$ cat config.mk
export PLATFORM = sky130hd
export DESIGN_NAME = bram_stream_wr_port_flat
export DESIGN_NICKNAME = d
export VERILOG_FILES = /design/src/rtl/bram_pkg.sv /design/src/rtl/bram_stream_wr_port_if.sv /design/src/rtl/bram_addr_gen.sv /design/src/rtl/bram_stream_wr_port.sv /design/src/flat_wrapper.sv
export SDC_FILE = /design/constraint.sdc
export NUM_CORES = 1
export LEC_CHECK = 0
export ABC_AREA = 0
export CAP_MARGIN = 20
export CORE_ASPECT_RATIO = 0.6
export CORE_MARGIN = 8
export CORE_UTILIZATION = 54
export CTS_BUF_LIST = sky130_fd_sc_hd__clkbuf_16
export CTS_CLUSTER_DIAMETER = 120
export DETAILED_ROUTE_END_ITERATION = 8
export GPL_TIMING_DRIVEN = 0
export PLACE_DENSITY = 0.88
export SLEW_MARGIN = 20
export SYNTH_ARGS = -nofsm -noshare
export SYNTH_HDL_FRONTEND = slang
export SYNTH_SLANG_ARGS = --single-unit
export TNS_END_PERCENT = 20
$ cat constraint.sdc
create_clock -name clk -period 4.1 [get_ports clk]
set_clock_uncertainty 0.15 [all_clocks]
set_input_delay 0.615 -clock clk [delete_from_list [all_inputs] [get_ports clk]]
set_output_delay 0.615 -clock clk [all_outputs]
set_load 0.01 [all_outputs]
$ cat src/rtl/bram_pkg.sv
// -----------------------------------------------------------------------------
// bram_pkg
// Shared definitions for the BRAM stream write port and its read-side sibling.
//   - state_e      : write-port frame FSM states
//   - DEF_W_DATA   : default BRAM data word width
//   - DEF_W_ADDR   : default BRAM address width (frame length is W_ADDR+1 bits)
// -----------------------------------------------------------------------------
package bram_pkg;

    localparam int unsigned DEF_W_DATA = 8;
    localparam int unsigned DEF_W_ADDR = 12;

    typedef enum logic [1:0] {
        S_IDLE  = 2'd0,
        S_WRITE = 2'd1,
        S_DONE  = 2'd2
    } state_e;

endpackage : bram_pkg

$ cat src/rtl/bram_stream_wr_port_if.sv
// -----------------------------------------------------------------------------
// bram_stream_wr_port_if
// Groups the input data stream (valid/ready/data) and the single-port BRAM
// write bus driven by the write port.
//   master : stream source / BRAM model side (drives din_*, observes BRAM bus)
//   slave  : the write port (accepts din_*, drives din_ready and BRAM bus)
// Optional macro BRAM_WR_LAST_CHECK_EN adds the din_last stream qualifier.
// -----------------------------------------------------------------------------
interface bram_stream_wr_port_if #(
    parameter int unsigned W_DATA = 8,
    parameter int unsigned W_ADDR = 12
);
    // Input stream
    logic              din_valid;
    logic              din_ready;
    logic [W_DATA-1:0] din_data;
`ifdef BRAM_WR_LAST_CHECK_EN
    logic              din_last;
`endif

    // BRAM write bus
    logic              en;
    logic              we;
    logic [W_ADDR-1:0] addr;
    logic [W_DATA-1:0] data_o;

`ifdef BRAM_WR_LAST_CHECK_EN
    modport master (
        output din_valid, din_data, din_last,
        input  din_ready, en, we, addr, data_o
    );
    modport slave (
        input  din_valid, din_data, din_last,
        output din_ready, en, we, addr, data_o
    );
`else
    modport master (
        output din_valid, din_data,
        input  din_ready, en, we, addr, data_o
    );
    modport slave (
        input  din_valid, din_data,
        output din_ready, en, we, addr, data_o
    );
`endif

endinterface : bram_stream_wr_port_if

$ cat src/rtl/bram_addr_gen.sv
// -----------------------------------------------------------------------------
// bram_addr_gen
// Frame address generator for the BRAM stream write port.
// Ports:
//   clk, rst   : clock, synchronous active-high reset
//   i_load     : latch i_base/i_len and clear the word counter
//   i_base     : first address of the frame
//   i_len      : frame length in words (W_ADDR+1 bits, 2^W_ADDR allowed)
//   i_inc      : advance by one word (one accepted beat)
//   o_addr     : current write address, base+cnt modulo 2^W_ADDR
//   o_last     : current word is the final one of the frame (cnt == len-1)
// -----------------------------------------------------------------------------
module bram_addr_gen #(
    parameter int unsigned W_ADDR = 12
) (
    input  logic              clk,
    input  logic              rst,
    input  logic              i_load,
    input  logic [W_ADDR-1:0] i_base,
    input  logic [W_ADDR:0]   i_len,
    input  logic              i_inc,
    output logic [W_ADDR-1:0] o_addr,
    output logic              o_last
);

    localparam logic [W_ADDR:0] CNT_ONE = (W_ADDR + 1)'(1);

    logic [W_ADDR-1:0] r_base;
    logic [W_ADDR:0]   r_len;
    logic [W_ADDR:0]   r_cnt;   // one bit wider than addr so a full-memory frame fits

    // NOTE: sequential state uses non-blocking (<=) so every register samples
    // pre-edge values; blocking here would create order-dependent simulation.
    always_ff @(posedge clk) begin
        if (rst) begin
            r_base <= '0;
            r_len  <= '0;
            r_cnt  <= '0;
        end else if (i_load) begin
            r_base <= i_base;
            r_len  <= i_len;
            r_cnt  <= '0;
        end else if (i_inc) begin
            r_cnt  <= r_cnt + CNT_ONE;
        end
    end

    // Dropping the counter MSB gives the modulo-2^W_ADDR wrap for free.
    assign o_addr = r_base + r_cnt[W_ADDR-1:0];

    // With len==0 the compare value is all-ones, which cnt never reaches;
    // the FSM never enters WRITE for such a frame anyway.
    assign o_last = (r_cnt == (r_len - CNT_ONE));

endmodule : bram_addr_gen

$ cat src/rtl/bram_stream_wr_port.sv
// -----------------------------------------------------------------------------
// bram_stream_wr_port
// Writes a frame of i_len words, taken from a valid/ready stream, into a
// single-port BRAM at consecutive addresses from i_base_addr (wrapping modulo
// 2^W_ADDR). Writes are combinational on the accepted beat, so the stream is
// never stalled while a frame is in progress.
// Ports:
//   clk, rst     : clock, synchronous active-high reset
//   i_start      : frame start request, honoured in IDLE only
//   i_base_addr  : first write address, latched on accepted start
//   i_len        : words in frame (0 legal), latched on accepted start
//   bus          : stream in (din_*) and BRAM write bus (en/we/addr/data_o)
//   o_busy       : frame in progress (WRITE or DONE)
//   o_done       : one-cycle pulse at frame end
//   o_err        : (BRAM_WR_LAST_CHECK_EN only) sticky din_last/length mismatch
// Optional macro: BRAM_WR_LAST_CHECK_EN enables din_last checking and o_err.
// -----------------------------------------------------------------------------
module bram_stream_wr_port
    import bram_pkg::*;
#(
    parameter int unsigned W_DATA = DEF_W_DATA,
    parameter int unsigned W_ADDR = DEF_W_ADDR
) (
    input  logic                  clk,
    input  logic                  rst,
    input  logic                  i_start,
    input  logic [W_ADDR-1:0]     i_base_addr,
    input  logic [W_ADDR:0]       i_len,
    bram_stream_wr_port_if.slave  bus,
    output logic                  o_busy,
`ifdef BRAM_WR_LAST_CHECK_EN
    output logic                  o_err,
`endif
    output logic                  o_done
);

    state_e            r_state;
    state_e            w_next;
    logic              w_load;
    logic              w_beat;
    logic              w_last;
    logic              w_frame_end;
    logic [W_ADDR-1:0] w_addr;

    bram_addr_gen #(
        .W_ADDR (W_ADDR)
    ) u_addr_gen (
        .clk    (clk),
        .rst    (rst),
        .i_load (w_load),
        .i_base (i_base_addr),
        .i_len  (i_len),
        .i_inc  (w_beat),
        .o_addr (w_addr),
        .o_last (w_last)
    );

    // ---------------------------------------------------------------------
    // Handshake: ready is a pure state decode, so a beat is just valid in WRITE
    // ---------------------------------------------------------------------
    assign bus.din_ready = (r_state == S_WRITE);
    assign w_beat        = bus.din_valid & bus.din_ready;

`ifdef BRAM_WR_LAST_CHECK_EN
    // An early din_last closes the frame on that beat; the write still happens.
    assign w_frame_end = w_last | bus.din_last;
`else
    assign w_frame_end = w_last;
`endif

    // ---------------------------------------------------------------------
    // FSM state register
    // ---------------------------------------------------------------------
    always_ff @(posedge clk) begin
        if (rst) begin
            r_state <= S_IDLE;
        end else begin
            r_state <= w_next;
        end
    end

    // ---------------------------------------------------------------------
    // FSM next-state logic
    // ---------------------------------------------------------------------
    // NOTE: every signal written here gets a default first; a path that left
    // one unassigned would infer a latch.
    always_comb begin
        w_next = r_state;
        w_load = 1'b0;
        case (r_state)
            S_IDLE: begin
                if (i_start) begin
                    w_load = 1'b1;
                    w_next = (i_len == '0) ? S_DONE : S_WRITE;
                end
            end
            S_WRITE: begin
                if (w_beat && w_frame_end) begin
                    w_next = S_DONE;
                end
            end
            S_DONE: begin
                w_next = S_IDLE;
            end
            default: begin
                w_next = S_IDLE;
            end
        endcase
    end

    // ---------------------------------------------------------------------
    // BRAM bus: zero-latency write on the accepted beat
    // ---------------------------------------------------------------------
    assign bus.en     = w_beat;
    assign bus.we     = w_beat;
    assign bus.addr   = w_addr;
    assign bus.data_o = bus.din_data;   // only meaningful while we=1

    assign o_busy = (r_state != S_IDLE);
    assign o_done = (r_state == S_DONE);

`ifdef BRAM_WR_LAST_CHECK_EN
    // Sticky mismatch flag: din_last must coincide exactly with the final word.
    // Cleared by reset or by the next accepted start.
    logic r_err;

    always_ff @(posedge clk) begin
        if (rst) begin
            r_err <= 1'b0;
        end else if (w_load) begin
            r_err <= 1'b0;
        end else if (w_beat && (bus.din_last != w_last)) begin
            r_err <= 1'b1;
        end
    end

    assign o_err = r_err;
`endif

endmodule : bram_stream_wr_port
$ cat src/flat_wrapper.sv
// flat-port wrapper written by rule: the top's interface ports become plain ports
module bram_stream_wr_port_flat import bram_pkg::*;
#(
    parameter int unsigned W_DATA = DEF_W_DATA,
    parameter int unsigned W_ADDR = DEF_W_ADDR
)
  (clk, rst, i_start, i_base_addr, i_len, o_busy, o_done, bus_din_valid, bus_din_data, bus_din_ready, bus_en, bus_we, bus_addr, bus_data_o);
  bram_stream_wr_port_if #(.W_DATA(W_DATA), .W_ADDR(W_ADDR)) bus_i ();
  input  logic clk;
  input  logic rst;
  input  logic i_start;
  input  logic [W_ADDR-1:0] i_base_addr;
  input  logic [W_ADDR:0] i_len;
  output logic o_busy;
  output logic o_done;
  input wire logic [$bits(bus_i.din_valid)-1:0] bus_din_valid;
  input wire logic [$bits(bus_i.din_data)-1:0] bus_din_data;
  output wire logic [$bits(bus_i.din_ready)-1:0] bus_din_ready;
  output wire logic [$bits(bus_i.en)-1:0] bus_en;
  output wire logic [$bits(bus_i.we)-1:0] bus_we;
  output wire logic [$bits(bus_i.addr)-1:0] bus_addr;
  output wire logic [$bits(bus_i.data_o)-1:0] bus_data_o;
  assign bus_i.din_valid = bus_din_valid;
  assign bus_i.din_data = bus_din_data;
  assign bus_din_ready = bus_i.din_ready;
  assign bus_en = bus_i.en;
  assign bus_we = bus_i.we;
  assign bus_addr = bus_i.addr;
  assign bus_data_o = bus_i.data_o;
  bram_stream_wr_port #(.W_DATA(W_DATA), .W_ADDR(W_ADDR)) u_core (.clk(clk), .rst(rst), .i_start(i_start), .i_base_addr(i_base_addr), .i_len(i_len), .bus(bus_i), .o_busy(o_busy), .o_done(o_done));
endmodule
==> results of run 1 <==
flip-flops by register name, indices dropped and copies added (netlist names):
register	flops
u_core.r_state	2
u_core.u_addr_gen.r_base	12
u_core.u_addr_gen.r_cnt	13
u_core.u_addr_gen.r_len	13
worst max-delay path, delay by kind of cell, from the launching register on:
family	cells	cell delay, ns
buf+inv	2	0.61
compound gates	3	0.66
flops	1	0.46
simple gates	3	0.37
fa+ha+maj	2	0.63
logic make-up (layout without fill, tap and decap cells):
family | after synthesis | count (layout) | share of synthesized area [%]
simple gates | 149 | 149 | 28.9
buf+inv | 37 | 97 | 7.72
flops | 40 | 40 | 30.7
xor+xnor | 33 | 33 | 11.1
mux | 2 | 2 | 0.767
compound gates | 58 | 58 | 13.8
fa+ha+maj | 14 | 14 | 7.00
per-layer routing:
metal | GRT usage (%) | vias to the layer above | part of all wire (%)
met3 | 5.29 | 15 | 9.3
met4 | 4.81 | 0 | 1.4
met2 | 33.1 | 127 | 48
li1 | - | 1268 | -
met1 | 24.8 | 1220 | 41
met5 | 0 | - | 0
cell usage in the layout, fill, tap and decap left out, types with 9 or more instances in the layout:
cell             instances
a21oi_1                 33
buf_4                   10
clkbuf_1                12
clkdlybuf4s50_1         52
dfxtp_1                 40
ha_1                    13
inv_1                   12
nand2_1                 63
nand4_1                 10
nor2_1                  20
nor3_1                   9
xnor2_1                 13
xor2_1                  20
final timing paths:
path                               start                          end  slack [ns]  depth (start not counted)
min          u_core.u_addr_gen.r_base[3]  u_core.u_addr_gen.r_base[3]        0.31                          2
min reg2reg  u_core.u_addr_gen.r_base[3]  u_core.u_addr_gen.r_base[3]        0.31                          2
max           u_core.u_addr_gen.r_cnt[0]                 bus_addr[10]        0.32                         10
max reg2reg   u_core.u_addr_gen.r_len[7]            u_core.r_state[1]        1.51                          7
metrics by stage:
step / setup slack [ns] / area, sq um / total power [uW]
3_3_place_gp: 0.750 / 3210 / 642
4_1_cts: 0.329 / 3380 / 1080
3_5_place_dp: 0.655 / 3210 / 651
5_1_grt: 0.145 / 3380 / 1120
6_report: 0.319 / 3380 / 1090
2_1_floorplan: 1.43 / 2610 / 558
area by class of cell:
type                       count  area, sq um  area share [%]
inverter                      11         41.3            1.22
timing repair buffer          52          520            15.4
clock inverter                 3         38.8            1.15
tap                           63         78.8            2.33
multi-input combinational    256         1610            47.7
sequential                    40          801            23.7
buffer                        26          160            4.74
clock buffer                   5          125            3.71
power by group:
part | internal (uW) | leakage (uW) | total, uW | switching (uW)
Combinational | 112 | 0.000949 | 231 | 119
Sequential | 405 | 0.000326 | 422 | 16.8
Clock | 284 | 0.0000850 | 438 | 154
Total | 801 | 0.00136 | 1090 | 290
==> impl_metrics.json, run 1 <==
{
  "ctsHtreeMaxLevel": 2,
  "cp_max_fo": 5,
  "synth_area_sq_mm": 0.00261,
  "cp.required_ns": 3.34,
  "final_cells": 456,
  "status": "finished clean",
  "worstPathCellList": "ha_1 -> inv_1 -> fa_1 -> nor2b_1 -> o21ai_0 -> a21o_1 -> a31oi_1 -> nand4_1 -> nand4_1 -> clkdlybuf4s50_1",
  "portBuffers": 52,
  "cp_common_cell": "nand4_1",
  "synth_area_leaders": "dfxtp_1 31%, nand2_1 9.1%, xor2_1 6.7%, a21oi_1 6.3%, ha_1 6.2%",
  "route.detailed.drc": 0,
  "syn_nets": 384,
  "wirelength_mm": 7.58,
  "tns_ns": 0,
  "crit_arrival_ns": 3.02,
  "slew_headroom_pct": 45.1,
  "syn_to_final_growth_pct": 29.4,
  "dp_cells": 448,
  "dpl.hpwl_mm": 5.60,
  "grt_max_degree": 13,
  "clockRootBuffer": "clkbuf_16",
  "drive_gt1_share_pct": 8.65,
  "gp_congestion": 0.854,
  "drv_slew": 0,
  "drtIter0Drc": 197,
  "cap_viol_max_count": 0,
  "ys_seq_elements": 40,
  "dieArea_sq_mm": 0.00738,
  "yosys-top-cells-count": "63 x nand2_1, 40 x dfxtp_1, 33 x a21oi_1",
  "drt-vias-per-instance": 5.77,
  "ys_async_sr_fraction_pct": 0,
  "hold_class": "reg -> reg",
  "start_util_pct": 56.6,
  "path_class": "reg -> out",
  "drt_first_pass_iters": 5,
  "drtAntennaViolNets": 0,
  "die_h_um": 69.8,
  "yosys.area.top_type": "dfxtp_1",
  "setup_violations": 0,
  "ctsResizeCount": 0,
  "whs_ns": 0.313,
  "finalCritPeriodShare_pct": 92.2,
  "fin_nets": 443,
  "cts_buffers": 5,
  "cts.clk_slew.worst_paths_ns": 0.06,
  "yosysMostFrequentCell": "nand2_1",
  "fill_cells": 362,
  "insertedDiodeCount": 0,
  "gr-total-overflow": 0,
  "clk_latency_ns": 0.28,
  "clock-sinks": 40,
  "core_sq_mm": 0.00461,
  "rows": 19,
  "synth-edff-count": 0,
  "max_freq_mhz": 264,
  "grt.total_usage_pct": 19.9,
  "wl_per_cell_um": 16.6,
  "hold_buffers": 0,
  "cts_buffer_depth": 2,
  "grt_pass1_vias": 2529,
  "synth_flop_cell": "dfxtp_1",
  "avgSynthCellArea_sq_um": 7.83,
  "die_w_um": 106,
  "cts_setup_buffers": 0,
  "synth.yosys.warnings": 0,
  "ys_types": 49,
  "irDropWorstVdd_mv": 0.337,
  "cts_tree": "yes",
  "vias": 2630,
  "synthesis.instances": 333,
  "yosysSeqAreaShare_pct": 30.7,
  "worstMarginPinSlew_ns": 0.815,
  "antenna_found_initial": 0,
  "end_kind": "primary output",
  "max_stage_delay_ns": 0.55,
  "grt_pass1_wl_mm": 12.2,
  "finalHoldViolCount": 0,
  "leakagePower_uw": 0.00136,
  "grt_setup_unrepaired": "no",
  "startpoint_type": "register",
  "cpMaxStageDelayCell": "clkdlybuf4s50_1",
  "ios": 62,
  "synth_top_area_share_pct": 30.7,
  "min_period_ns": 3.78,
  "power_per_cell_area_mw_per_mm2": 323,
  "fin_util_pct": 73.2
}
(Power assumes the default switching activity.)
==> inputs of run 2 (changes only) <==
Settings changed: CORE_UTILIZATION 54 to 40, PLACE_DENSITY 0.88 to 0.69.
==> run 2 against run 1 <==
Combinational power fell by 4%. Global-route usage fell by 5.6 points. Via count fell by 6.0%. Utilization fell by 19 points. First-iteration DRC count fell by 19%. Wire length fell by 9.2%. Largest power group unchanged. Highest routed layer unchanged.
==> impl_metrics.json, run 2 (synthesis gave the netlist of run 1 again) <==
{
  "tns_ns": 0,
  "cts_buffer_depth": 2,
  "cpMaxStageDelayCell": "clkdlybuf4s50_1",
  "cp_max_fo": 5,
  "syn_to_final_growth_pct": 30.3,
  "power_per_cell_area_mw_per_mm2": 317,
  "drtIter0Drc": 159,
  "setup_violations": 0,
  "drive_gt1_share_pct": 8.40,
  "worstPathCellList": "ha_1 -> inv_1 -> fa_1 -> nor2b_1 -> o21ai_0 -> a21o_1 -> a31oi_1 -> nand4_1 -> nand4_1 -> clkdlybuf4s50_1",
  "ctsResizeCount": 0,
  "critPathTopFamily": "compound AO/OA/AOI/OAI gates",
  "route.detailed.drc": 0,
  "rows": 22,
  "antenna_found_initial": 0,
  "grt.total_usage_pct": 14.3,
  "status": "finished clean",
  "path_class": "reg -> out",
  "worstMarginPinSlew_ns": 1.10,
  "startpoint_type": "register",
  "clk_latency_ns": 0.28,
  "wl_per_cell_um": 14.4,
  "wirelength_mm": 6.88,
  "drt-vias-per-instance": 5.18,
  "clockRootBuffer": "clkbuf_16",
  "grt_setup_unrepaired": "no",
  "gp_congestion": 0.836,
  "cts_tree": "yes",
  "layout_commonest_cell": "nand2_1",
  "finalCritPeriodShare_pct": 90.2,
  "insertedDiodeCount": 0,
  "ctsHtreeMaxLevel": 2,
  "vias": 2471,
  "largestRegisters": "u_core.u_addr_gen.r_cnt x13, u_core.u_addr_gen.r_len x13, u_core.u_addr_gen.r_base x12",
  "final_cell_mix": "63 x nand2_1, 52 x clkdlybuf4s50_1, 40 x dfxtp_1",
  "cap_viol_max_count": 0,
  "hold_buffers": 0,
  "max_freq_mhz": 270,
  "critPathBufInv": 2,
  "finalHoldViolCount": 0,
  "gr-total-overflow": 0,
  "dp_cells": 469,
  "grt_pass1_wl_mm": 11.1,
  "ios": 62,
  "cts_buffers": 5,
  "slew_headroom_pct": 26.3,
  "clock-sinks": 40,
  "portBuffers": 52,
  "cts.clk_slew.worst_paths_ns": 0.06,
  "drv_slew": 0,
  "start_util_pct": 41.9,
  "grt_pass1_vias": 2286,
  "crit_arrival_ns": 2.93,
  "die_h_um": 78.6,
  "cts_setup_buffers": 0,
  "core_sq_mm": 0.00622,
  "irDropWorstVdd_mv": 0.168,
  "grt_max_degree": 13,
  "cp.required_ns": 3.34,
  "die_w_um": 120,
  "drt_first_pass_iters": 4,
  "fin_nets": 443,
  "leakagePower_uw": 0.00136,
  "min_period_ns": 3.70,
  "cp_common_cell": "nand4_1",
  "dpl.hpwl_mm": 5.47,
  "dieArea_sq_mm": 0.00945,
  "final_cells": 477,
  "hold_class": "reg -> reg",
  "p_total_uw": 1080,
  "drtAntennaViolNets": 0,
  "max_stage_delay_ns": 0.54,
  "end_kind": "primary output"
}
==> run 2: cell counts in the layout (fill, tap and decap cells not counted) <==
Identical to the previous run, type by type.
==> run 2: metrics by stage <==
| stage | worst slack (ns) | utilization, % | instance area (sq um) | hold WS, ns |
|---|---|---|---|---|
| after global routing | 0.220 | 54.6 | 3400 | 0.328 |
| final | 0.402 | 54.6 | 3400 | 0.310 |
| after floorplan | 1.43 | - | 2610 | 0.291 |
| after detailed placement | 0.729 | 52.0 | 3230 | 0.304 |
| after CTS | 0.398 | 54.6 | 3400 | 0.311 |
| after global placement | 0.732 | 52.0 | 3230 | 0.298 |
==> run 2: cell type report <==
| cell class | count | area, sq um |
|---|---|---|
| fill | 593 | 2820 |
| sequential | 40 | 801 |
| inverter | 11 | 41.3 |
| buffer | 26 | 160 |
| multi-input combinational | 256 | 1610 |
| clock buffer | 5 | 125 |
| clock inverter | 3 | 38.8 |
| timing repair buffer | 52 | 520 |
| tap | 84 | 105 |
==> run 2: worst paths after layout <==
path,start,to,slack [ns],cells after the start
worst max register to register,u_core.u_addr_gen.r_len[0],u_core.r_state[1],1.66,10
worst min register to register,u_core.u_addr_gen.r_base[9],u_core.u_addr_gen.r_base[9],0.31,2
worst min-delay path,u_core.u_addr_gen.r_base[9],u_core.u_addr_gen.r_base[9],0.31,2
worst max-delay path,u_core.u_addr_gen.r_cnt[0],bus_addr[10],0.40,10
==> run 2: routing by layer <==
layer,up-vias,global-route usage [%],share of wire (%)
li1,1271,-,-
met1,1131,19.6,48
met2,62,21.8,44
met3,7,3.79,7.3
met4,0,3.59,0.77
met5,-,0,0
==> run 2: worst reg2reg max path, delay by kind of cell, from the launching register on <==
family	cells	cell delay (ns)
AND/OR/NAND/NOR	3	0.44
multiplexers	1	0.18
buffers and inverters	3	0.63
adder cells (fa/ha/maj)	1	0.14
AO/OA/AOI/OAI	2	0.54
flip-flops	1	0.30
==> run 2: power by group <==
| part | internal (uW) | switching, uW | leakage [uW] | total (uW) |
|---|---|---|---|---|
| Combinational | 112 | 109 | 0.000946 | 221 |
| Clock | 284 | 151 | 0.0000850 | 435 |
| Sequential | 405 | 15.9 | 0.000326 | 421 |
| Total | 800 | 276 | 0.00136 | 1080 |
==> inputs of run 3 (changes only) <==
Settings changed: RECOVER_POWER set to 50.
==> run 3 against run 2 <==
Clock power hardly changed. Utilization stayed put. Wire length hardly changed. Final cell count stayed put. Die area stayed put. Worst setup slack better by 0.0032 ns. Final area stayed put. Clock-buffer cell count stayed put. Largest cell class unchanged.
==> impl_metrics.json, run 3 (synthesis gave the netlist of run 1 again) <==
{
  "dieArea_sq_mm": 0.00945,
  "reg2reg_from": "u_core.u_addr_gen.r_len[0]",
  "cp_max_fo": 5,
  "cts_tree": "yes",
  "ctsResizeCount": 0,
  "critPathBufInv": 2,
  "core_sq_mm": 0.00622,
  "fin_nets": 443,
  "insertedDiodeCount": 0,
  "hold_buffers": 0,
  "cp_common_cell": "nand4_1",
  "status": "finished clean",
  "clk_latency_ns": 0.28,
  "grt_pass1_vias": 2286,
  "rows": 22,
  "whs_ns": 0.310,
  "end_kind": "primary output",
  "largestRegisters": "u_core.u_addr_gen.r_cnt x13, u_core.u_addr_gen.r_len x13, u_core.u_addr_gen.r_base x12",
  "grt_max_degree": 13,
  "portBuffers": 52,
  "cts.clk_slew.worst_paths_ns": 0.06,
  "ctsHtreeMaxLevel": 2,
  "startpoint_type": "register",
  "path_class": "reg -> out",
  "worst_r2r_path_depth": 10,
  "max_freq_mhz": 271,
  "reg2reg_to": "u_core.r_state[1]",
  "wl_per_cell_um": 14.4,
  "drtAntennaViolNets": 0,
  "dpl.hpwl_mm": 5.47,
  "critPathTopFamily": "compound AO/OA/AOI/OAI gates",
  "clockRootBuffer": "clkbuf_16",
  "tns_ns": 0,
  "worstPathCellList": "ha_1 -> inv_1 -> fa_1 -> nor2b_1 -> o21ai_0 -> a21o_1 -> a31oi_1 -> nand4_1 -> nand4_1 -> clkdlybuf4s50_1",
  "clock-sinks": 40,
  "grt_pass1_wl_mm": 11.1,
  "ios": 62,
  "hold_depth": 2,
  "hold_class": "reg -> reg",
  "finalHoldViolCount": 0,
  "wirelength_mm": 6.88,
  "vias": 2475,
  "cap_viol_max_count": 0,
  "antenna_found_initial": 0,
  "crit_arrival_ns": 2.93,
  "start_util_pct": 41.9,
  "min_period_ns": 3.69,
  "drv_slew": 0,
  "irDropWorstVdd_mv": 0.168,
  "die_w_um": 120,
  "gr-total-overflow": 0,
  "slew_headroom_pct": 27.3,
  "route.detailed.drc": 0,
  "syn_to_final_growth_pct": 30.3,
  "cp.required_ns": 3.34,
  "grt.total_usage_pct": 14.3,
  "grt_setup_unrepaired": "no",
  "leakagePower_uw": 0.00137,
  "cts_buffer_depth": 2,
  "hold_path_startpoint": "u_core.u_addr_gen.r_base[9]",
  "drive_gt1_share_pct": 8.40,
  "die_h_um": 78.6,
  "finalCritPeriodShare_pct": 90.1,
  "hold_path_end": "u_core.u_addr_gen.r_base[9]",
  "final_cell_mix": "63 x nand2_1, 40 x dfxtp_1, 38 x clkdlybuf4s50_1",
  "regToRegSetupSlack_ns": 1.66,
  "cts_setup_buffers": 0,
  "gp_congestion": 0.836,
  "power_per_cell_area_mw_per_mm2": 316,
  "cts_buffers": 5,
  "drtIter0Drc": 157,
  "max_stage_delay_ns": 0.54,
  "layout_commonest_cell": "nand2_1",
  "worstMarginPinSlew_ns": 1.09,
  "cpMaxStageDelayCell": "clkdlybuf4s50_1",
  "drt-vias-per-instance": 5.19,
  "drt_first_pass_iters": 4,
  "setup_violations": 0
}
run 3: changes by cell type in the layout (fill, tap and decap cells not counted), sizes merged:
cell           before  now
buf                13   12
clkbuf             18   19
clkdlybuf4s50      52   38
dlygate4sd3         0   14
run 3: worst register-to-register path: stages, from the launching register on:
cell      delay [ns]
dfxtp_1         0.30
buf_4           0.16
inv_1           0.06
ha_1            0.14
clkbuf_1        0.40
nand2_1         0.12
mux2i_1         0.18
a21oi_1         0.10
nand4b_1        0.22
o41a_1          0.44
nor3_2          0.10
run 3: area by class of cell:
cell class,count,area (sq um)
inverter,11,41.3
sequential,40,801
clock buffer,5,125
buffer,26,160
fill,593,2820
tap,84,105
timing repair buffer,52,520
multi-input combinational,256,1610
clock inverter,3,38.8
run 3: how the worst max path moves through the flow:
stage,start,endpoint,cells after the start
after floorplan,u_core.u_addr_gen.r_base[6],bus_addr[11],6
after global placement,u_core.u_addr_gen.r_cnt[0],bus_addr[10],10
after detailed placement,u_core.u_addr_gen.r_cnt[0],bus_addr[10],10
after CTS,u_core.u_addr_gen.r_cnt[0],bus_addr[10],10
after global routing,u_core.u_addr_gen.r_cnt[0],bus_addr[10],10
final,u_core.u_addr_gen.r_cnt[0],bus_addr[10],10
run 3: layer usage:
layer	GRT usage, %	vias to the layer above	share of wire (%)
met5	0	-	0
li1	-	1271	-
met4	3.59	0	0.77
met1	19.6	1132	49
met3	3.79	7	6.9
met2	21.8	65	44
run 3: metrics by stage:
step / std cells / setup slack, ns / total power (uW) / utilization (%) / cell area [sq um]
CTS: 477 / 0.398 / 1080 / 54.6 / 3400
detailed placement: 469 / 0.729 / 648 / 52.0 / 3230
finish: 477 / 0.405 / 1070 / 54.6 / 3400
global route: 477 / 0.220 / 1120 / 54.6 / 3400
floorplan: 333 / 1.43 / 558 / - / 2610
global placement: 469 / 0.732 / 643 / 52.0 / 3230
run 3: where the power goes:
part	leakage (uW)	switching (uW)	internal [uW]
clock network	0.0000850	152	284
logic	0.000959	109	109
registers	0.000326	15.9	405
